**config.mk**
```make
export PLATFORM = sky130hd
export DESIGN_NAME = sif_mult_feeder_flat
export DESIGN_NICKNAME = d
export VERILOG_FILES = /design/src/rtl/sif_pkg.sv /design/src/rtl/sif_mult_feeder_if.sv /design/src/rtl/sif_fifo.sv /design/src/rtl/sif_mult_feeder.sv /design/src/flat_wrapper.sv
export SDC_FILE = /design/constraint.sdc
export NUM_CORES = 1
export LEC_CHECK = 0
export ABC_AREA = 0
export CAP_MARGIN = 20
export CORE_MARGIN = 4
export CORE_UTILIZATION = 63
export DETAILED_ROUTE_END_ITERATION = 12
export GPL_ROUTABILITY_DRIVEN = 0
export PLACE_DENSITY = 0.85
export SYNTH_ARGS = -nofsm -noshare
export SYNTH_HDL_FRONTEND = slang
export SYNTH_SLANG_ARGS = --single-unit
export TNS_END_PERCENT = 50
```
**constraint.sdc**
```tcl
create_clock -name clk -period 5.4 [get_ports clk]
set_input_delay 1.35 -clock clk [delete_from_list [all_inputs] [get_ports clk]]
set_output_delay 1.35 -clock clk [all_outputs]
set_load 0.02 [all_outputs]
```
**src/rtl/sif_pkg.sv**
```systemverilog
// sif_pkg - shared defaults for the sif_mult feeder slice.
// Holds the default operand width, the result FIFO depth (which is also the
// credit limit) and the maximum multiplier latency. It also provides a helper
// that sizes counters able to hold values 0..max inclusive.
package sif_pkg;

    localparam int SIF_WIDTH      = 32;
    localparam int SIF_FIFO_DEPTH = 16;
    localparam int SIF_MULT_LAT   = 8;

    // Bits needed to hold every value from 0 up to max_value inclusive.
    function automatic int count_width(input int max_value);
        return (max_value < 1) ? 1 : $clog2(max_value + 1);
    endfunction

    localparam int SIF_CNT_W = count_width(SIF_FIFO_DEPTH);

endpackage

```
**src/rtl/sif_mult_feeder_if.sv**
```systemverilog
// sif_mult_feeder_if - operand, issue and product streams of the feeder.
//   A_*      : operand A valid/ready stream (from operand fetch)
//   B_*      : operand B valid/ready stream (from operand fetch)
//   M_A/M_B_*: paired issue toward the multiplier (no ready path)
//   M_P_*    : product returning from the multiplier (no ready path)
//   P_*      : product valid/ready stream toward the accumulate stage
// master is the feeder side; slave is the surrounding environment.
interface sif_mult_feeder_if import sif_pkg::*; #(
    parameter int WIDTH = SIF_WIDTH
);

    logic             A_vld;
    logic [WIDTH-1:0] A_dat;
    logic             A_rdy;
    logic             B_vld;
    logic [WIDTH-1:0] B_dat;
    logic             B_rdy;
    logic             M_A_vld;
    logic [WIDTH-1:0] M_A_dat;
    logic             M_B_vld;
    logic [WIDTH-1:0] M_B_dat;
    logic             M_P_vld;
    logic [WIDTH-1:0] M_P_dat;
    logic             P_vld;
    logic [WIDTH-1:0] P_dat;
    logic             P_rdy;

    modport master (
        input  A_vld, A_dat, B_vld, B_dat, M_P_vld, M_P_dat, P_rdy,
        output A_rdy, B_rdy, M_A_vld, M_A_dat, M_B_vld, M_B_dat, P_vld, P_dat
    );

    modport slave (
        output A_vld, A_dat, B_vld, B_dat, M_P_vld, M_P_dat, P_rdy,
        input  A_rdy, B_rdy, M_A_vld, M_A_dat, M_B_vld, M_B_dat, P_vld, P_dat
    );

endinterface

```
**src/rtl/sif_fifo.sv**
```systemverilog
// sif_fifo - synchronous FIFO with registered storage and no write bypass.
//   clk, rst  : clock, synchronous active-high reset (empties the FIFO)
//   push      : write push_dat (ignored when full unless popping too)
//   pop       : advance the read pointer (ignored when empty)
//   rd_dat    : head entry, driven from the storage registers
//   full/empty: occupancy flags; count: occupancy 0..DEPTH
// DEPTH must be a power of two so the pointers wrap naturally.
module sif_fifo import sif_pkg::*; #(
    parameter int WIDTH = SIF_WIDTH,
    parameter int DEPTH = SIF_FIFO_DEPTH
) (
    input  logic                          clk,
    input  logic                          rst,
    input  logic                          push,
    input  logic [WIDTH-1:0]              push_dat,
    input  logic                          pop,
    output logic [WIDTH-1:0]              rd_dat,
    output logic                          full,
    output logic                          empty,
    output logic [count_width(DEPTH)-1:0] count
);

    localparam int PTR_W = $clog2(DEPTH);
    localparam int CNT_W = count_width(DEPTH);

    logic [WIDTH-1:0] mem [DEPTH];
    logic [PTR_W-1:0] wr_ptr;
    logic [PTR_W-1:0] rd_ptr;
    logic             do_push;
    logic             do_pop;

    assign empty   = (count == '0);
    assign full    = (count == CNT_W'(DEPTH));
    assign do_pop  = pop && !empty;
    // A push into a full FIFO is only taken when the head leaves in the same cycle.
    assign do_push = push && (!full || do_pop);
    assign rd_dat  = mem[rd_ptr];

    always_ff @(posedge clk) begin
        if (rst) begin
            mem    <= '{default: '0};
            wr_ptr <= '0;
            rd_ptr <= '0;
            count  <= '0;
        end else begin
            if (do_push) begin
                mem[wr_ptr] <= push_dat;
                wr_ptr      <= wr_ptr + PTR_W'(1);
            end
            if (do_pop) begin
                rd_ptr <= rd_ptr + PTR_W'(1);
            end
            case ({do_push, do_pop})
                2'b10:   count <= count + CNT_W'(1);
                2'b01:   count <= count - CNT_W'(1);
                default: count <= count;
            endcase
        end
    end

endmodule

```
**src/rtl/sif_mult_feeder.sv**
```systemverilog
// sif_mult_feeder - joins A/B operand streams into paired multiplier issues,
// limits issues with a credit counter and buffers products in a result FIFO
// so they can be re-presented as a valid/ready stream.
//   clk, rst : clock, synchronous active-high reset
//   bus      : sif_mult_feeder_if.master (operand, issue, product streams)
//   busy     : products outstanding or post-reset drain window running
//   err      : sticky protocol error (dropped product), cleared by rst
module sif_mult_feeder import sif_pkg::*; #(
    parameter int WIDTH      = SIF_WIDTH,
    parameter int FIFO_DEPTH = SIF_FIFO_DEPTH,
    parameter int MULT_LAT   = SIF_MULT_LAT
) (
    input  logic                 clk,
    input  logic                 rst,
    sif_mult_feeder_if.master    bus,
    output logic                 busy,
    output logic                 err
);

    localparam int CNT_W = count_width(FIFO_DEPTH);
    localparam int DRN_W = count_width(MULT_LAT);

    logic [CNT_W-1:0] outstanding;
    logic [CNT_W-1:0] fifo_count;
    logic [CNT_W-1:0] in_flight;
    logic [DRN_W-1:0] drain_cnt;
    logic             draining;
    logic             credit_ok;
    logic             fire;
    logic             pop;
    logic             fifo_full;
    logic             fifo_empty;
    logic             orphan;
    logic             overflow;
    logic             push;

    assign draining  = (drain_cnt != '0);
    assign credit_ok = !rst && !draining && (outstanding < CNT_W'(FIFO_DEPTH));

    // Each ready depends on the other side's valid, so one operand is never
    // taken without its partner.
    assign bus.A_rdy = bus.B_vld & credit_ok;
    assign bus.B_rdy = bus.A_vld & credit_ok;
    assign fire      = bus.A_vld & bus.B_vld & credit_ok;

    assign bus.P_vld = !fifo_empty;
    assign pop       = bus.P_vld & bus.P_rdy;

    // Products still inside the multiplier; a product arriving when this is
    // zero has no matching issue. Products from before a reset are discarded
    // while draining.
    assign in_flight = outstanding - fifo_count;
    assign orphan    = bus.M_P_vld && !draining && (in_flight == '0);
    assign overflow  = bus.M_P_vld && !draining && fifo_full && !pop;
    assign push      = bus.M_P_vld && !draining && !orphan && !overflow;

    assign busy = (outstanding != '0) || draining;

    // Issue register: vld follows fire, data holds between issues.
    always_ff @(posedge clk) begin
        if (rst) begin
            bus.M_A_vld <= 1'b0;
            bus.M_B_vld <= 1'b0;
            bus.M_A_dat <= '0;
            bus.M_B_dat <= '0;
        end else begin
            bus.M_A_vld <= fire;
            bus.M_B_vld <= fire;
            if (fire) begin
                bus.M_A_dat <= bus.A_dat;
                bus.M_B_dat <= bus.B_dat;
            end
        end
    end

    // Credits: one per issue, returned when the product leaves downstream.
    always_ff @(posedge clk) begin
        if (rst) begin
            outstanding <= '0;
        end else begin
            case ({fire, pop})
                2'b10:   outstanding <= outstanding + CNT_W'(1);
                2'b01:   outstanding <= outstanding - CNT_W'(1);
                default: outstanding <= outstanding;
            endcase
        end
    end

    // Drain window after reset swallows products of pre-reset issues.
    always_ff @(posedge clk) begin
        if (rst) begin
            drain_cnt <= DRN_W'(MULT_LAT);
        end else if (draining) begin
            drain_cnt <= drain_cnt - DRN_W'(1);
        end
    end

    always_ff @(posedge clk) begin
        if (rst) begin
            err <= 1'b0;
        end else if (orphan || overflow) begin
            err <= 1'b1;
        end
    end

    sif_fifo #(
        .WIDTH (WIDTH),
        .DEPTH (FIFO_DEPTH)
    ) u_fifo (
        .clk      (clk),
        .rst      (rst),
        .push     (push),
        .push_dat (bus.M_P_dat),
        .pop      (pop),
        .rd_dat   (bus.P_dat),
        .full     (fifo_full),
        .empty    (fifo_empty),
        .count    (fifo_count)
    );

endmodule
```
**src/flat_wrapper.sv**
```systemverilog
// flat-port wrapper written by rule: the top's interface ports become plain ports
module sif_mult_feeder_flat import sif_pkg::*;
#(
    parameter int WIDTH      = SIF_WIDTH,
    parameter int FIFO_DEPTH = SIF_FIFO_DEPTH,
    parameter int MULT_LAT   = SIF_MULT_LAT
)
  (clk, rst, busy, err, bus_A_vld, bus_A_dat, bus_B_vld, bus_B_dat, bus_M_P_vld, bus_M_P_dat, bus_P_rdy, bus_A_rdy, bus_B_rdy, bus_M_A_vld, bus_M_A_dat, bus_M_B_vld, bus_M_B_dat, bus_P_vld, bus_P_dat);
  sif_mult_feeder_if #(.WIDTH(WIDTH)) bus_i ();
  input  logic clk;
  input  logic rst;
  output logic busy;
  output logic err;
  input wire logic [$bits(bus_i.A_vld)-1:0] bus_A_vld;
  input wire logic [$bits(bus_i.A_dat)-1:0] bus_A_dat;
  input wire logic [$bits(bus_i.B_vld)-1:0] bus_B_vld;
  input wire logic [$bits(bus_i.B_dat)-1:0] bus_B_dat;
  input wire logic [$bits(bus_i.M_P_vld)-1:0] bus_M_P_vld;
  input wire logic [$bits(bus_i.M_P_dat)-1:0] bus_M_P_dat;
  input wire logic [$bits(bus_i.P_rdy)-1:0] bus_P_rdy;
  output wire logic [$bits(bus_i.A_rdy)-1:0] bus_A_rdy;
  output wire logic [$bits(bus_i.B_rdy)-1:0] bus_B_rdy;
  output wire logic [$bits(bus_i.M_A_vld)-1:0] bus_M_A_vld;
  output wire logic [$bits(bus_i.M_A_dat)-1:0] bus_M_A_dat;
  output wire logic [$bits(bus_i.M_B_vld)-1:0] bus_M_B_vld;
  output wire logic [$bits(bus_i.M_B_dat)-1:0] bus_M_B_dat;
  output wire logic [$bits(bus_i.P_vld)-1:0] bus_P_vld;
  output wire logic [$bits(bus_i.P_dat)-1:0] bus_P_dat;
  assign bus_i.A_vld = bus_A_vld;
  assign bus_i.A_dat = bus_A_dat;
  assign bus_i.B_vld = bus_B_vld;
  assign bus_i.B_dat = bus_B_dat;
  assign bus_i.M_P_vld = bus_M_P_vld;
  assign bus_i.M_P_dat = bus_M_P_dat;
  assign bus_i.P_rdy = bus_P_rdy;
  assign bus_A_rdy = bus_i.A_rdy;
  assign bus_B_rdy = bus_i.B_rdy;
  assign bus_M_A_vld = bus_i.M_A_vld;
  assign bus_M_A_dat = bus_i.M_A_dat;
  assign bus_M_B_vld = bus_i.M_B_vld;
  assign bus_M_B_dat = bus_i.M_B_dat;
  assign bus_P_vld = bus_i.P_vld;
  assign bus_P_dat = bus_i.P_dat;
  sif_mult_feeder #(.WIDTH(WIDTH), .FIFO_DEPTH(FIFO_DEPTH), .MULT_LAT(MULT_LAT)) u_core (.clk(clk), .rst(rst), .bus(bus_i), .busy(busy), .err(err));
endmodule
```
==> flow_metrics.py <==
metrics = {
    "die": {
        "die_h_um": 217.1,
        "rows": 76,
        "die_w_um": 217.1,
        "io_pins": 205,
        "core_region_area_um2": 43170,
        "dieArea_um2": 47120,
        "start_util": 0.6378,
    },
    "timing": {
        "hold_viol_final": 0,
        "finalClockSkew_ps": 20.70,
        "holdWs_ps": 454.1,
        "timing.final.crit_period_ps": 4744,
        "fin_crit_sh": 0.8786,
        "setup_violations": 0,
        "final_max_slew_viol_count": 0,
        "tightest_slew_ps": 879.0,
        "clock.fmax_mhz": 210.8,
        "rsz0062_at_grt": "no",
        "final.setup.tns_ps": 0,
        "relSlewSlack": 0.4140,
    },
    "finish": {
        "layoutNonFillerInstCount": 3119,
        "finalNetCount": 2602,
        "drive_above_1_share": 0.1299,
        "nFillCells": 2968,
        "area_growth_pct": 14.62,
    },
    "grt": {
        "grt_pass1_vias": 19190,
        "grt_max_degree": 219,
        "grt.overflow.total": 0,
        "gr-usage-all-layers": 0.2785,
        "grt_pass1_wl_mm": 105.2,
        "antenna_found_initial": 2,
    },
    "logic_synthesis": {
        "yosys_register_bits": 600,
        "synth_top_area_frac": 0.4362,
        "synth.most_common_cell": "dfxtp_1",
        "synth_top_family_by_area": "multiplexers",
        "yosys_warnings": 0,
        "synth_edf_count": 0,
        "synth-simple-area-share": 0.1639,
        "async_reset_ff_frac": 0,
        "yosysTopAreaCell": "dfxtp_1",
        "syn_avg_cell_area_um2": 11.35,
        "synth-compound-area-share": 0.02008,
        "synth_common_cells": "dfxtp_1, nand2b_1, mux2i_1",
        "syn_inst": 2427,
        "synth_fp_nets": 2548,
        "synth_xor_area_frac": 0.004453,
        "synth.cell_area_um2": 27540,
        "synth_mux_area_frac": 0.3185,
        "ys.flop_type": "dfxtp_1",
        "seq_area_frac_synth": 0.4362,
        "synth_area_leaders": "dfxtp_1, mux2i_1, mux4_2",
        "yosysUniqueCellTypes": 47,
        "synthAdderAreaFrac": 0.008906,
    },
    "routing": {
        "ant_nets": 0,
        "first_iter_violations": 1276,
        "viasPerCell": 5.885,
        "route.detailed.drc": 0,
        "wirelength_mm": 66.56,
        "avgRoutedWirePerCell_um": 21.34,
        "drt-pass1-iter-count": 5,
        "route.vias.total": 18354,
    },
    "worst_hold_path": {
        "hp-class": "reg2reg",
    },
    "placement": {
        "dp.cells": 3005,
        "io_buffers": 204,
        "hpwl_mm": 39.74,
    },
    "power_and_ir_drop": {
        "p_per_area_nw_per_um2": 296.5,
        "peakVddDrop_uv": 282.8,
        "power_mw": 9.358,
        "power_leakage_nw": 13.94,
    },
    "cts": {
        "clk_latency_ps": 630,
        "numClockSinks": 600,
        "path_clk_slew_ps": 60,
        "cts_max_level": 2,
        "clockBufferDepth": 3,
        "cts_setup_buffers": 0,
        "cts_buffers": 59,
        "postCtsResizedCells": 0,
        "cts_tree": "done",
        "cts-root-buf": "clkbuf_16",
        "cts_hold_buffers": 0,
    },
    "setup_path": {
        "start_kind": "flop",
        "cp.required_ps": 4050,
        "crit_fanout": 37,
        "cp-end-kind": "output port",
        "critical_path_class": "reg2out",
        "worst-endpoint-arrival_ps": 3390,
    },
    "run_status": {
        "outcome": "complete, no violations",
    },
    "job": {
        "drv_cap": 0,
    },
}
[critical path: stages (launching register included)]
cell and delay [ps]:
dfxtp_4 730, buf_12 360, mux4_2 550, mux4_2 480
clkdlybuf4s50_1 610
[cell families after synthesis]
group	count (synthesis)
buffers and inverters	269
and+or+nand+nor	752
AOI/OAI and AO/OA	97
adders and majority gates	19
muxes	676
xor gates and xnor gates	14
DFF	600
[through the flow]
| stage | utilization | worst slack [ps] | cell area, um^2 |
|---|---|---|---|
| floorplan | - | 1385 | 27540 |
| global placement | 0.6824 | 1230 | 29460 |
| detailed placement | 0.6824 | 1226 | 29460 |
| CTS | 0.7310 | 568.4 | 31560 |
| global route | 0.7311 | 491.4 | 31560 |
| finish | 0.7311 | 655.8 | 31560 |
[cells in the final DEF (no fill, tap or decap), drive strengths merged, types with 6 or more instances in the layout]
cell	n
xnor2	8
bufinv	10
inv	22
nand2b	547
xor2	6
clkdlybuf4s50	203
ha	18
clkinv	14
mux2i	515
nor2b	6
dfxtp	600
nand2	132
clkinvlp	9
a21oi	76
nand4	17
nor2	25
mux4	160
clkbuf	76
buf	40
[final timing paths]
path | from | cells past startpoint | slack, ps | end
max | u_core.u_fifo.rd_ptr[0]$_SDFFE_PP0P_ | 4 | 660 | bus_P_dat[7]
min reg2reg | u_core.bus.M_B_dat[21]$_SDFFE_PP0P_ | 2 | 450 | u_core.bus.M_B_dat[21]$_SDFFE_PP0P_
max reg2reg | u_core.u_fifo.count[3]$_SDFFE_PP0P_ | 15 | 1550 | u_core.u_fifo.count[4]$_SDFFE_PP0P_
min | u_core.bus.M_B_dat[21]$_SDFFE_PP0P_ | 2 | 450 | u_core.bus.M_B_dat[21]$_SDFFE_PP0P_
[report_power, final]
part	internal [mW]	total [mW]	switching, mW
registers	4.45	4.47	0.0197
logic	0.224	0.476	0.251
clock network	2.62	4.41	1.79
[flip-flops by register name, indices dropped and copies added, names as in the netlist]
register	cells
u_core.outstanding	5
u_core.u_fifo.count	5
u_core.bus.M_A_dat	32
u_core.u_fifo.rd_ptr	4
u_core.bus.M_A_vld	1
u_core.drain_cnt	4
u_core.bus.M_B_dat	32
u_core.u_fifo.wr_ptr	4
u_core.err	1
u_core.u_fifo.mem	512
[layer usage]
layer / vias to the layer above / part of all wire / track usage
met3: 161 / 0.051 / 0.04105
met2: 508 / 0.49 / 0.4805
li1: 8457 / - / -
met1: 9228 / 0.42 / 0.3562
met4: 0 / 0.036 / 0.1079
met5: - / 0 / 0
[cell type report]
cell class	count	area (um^2)	share of cell area
inverter	19	71.32	0.002260
multi-input combinational	1558	14210	0.4501
antenna	2	5.005	0.0001586
tap	585	732.0	0.02319
clock inverter	36	467.9	0.01483
sequential	600	12020	0.3809
timing repair buffer	243	2427	0.07691
clock buffer	76	1630	0.05166
Power figures use the tool's default switching activity.
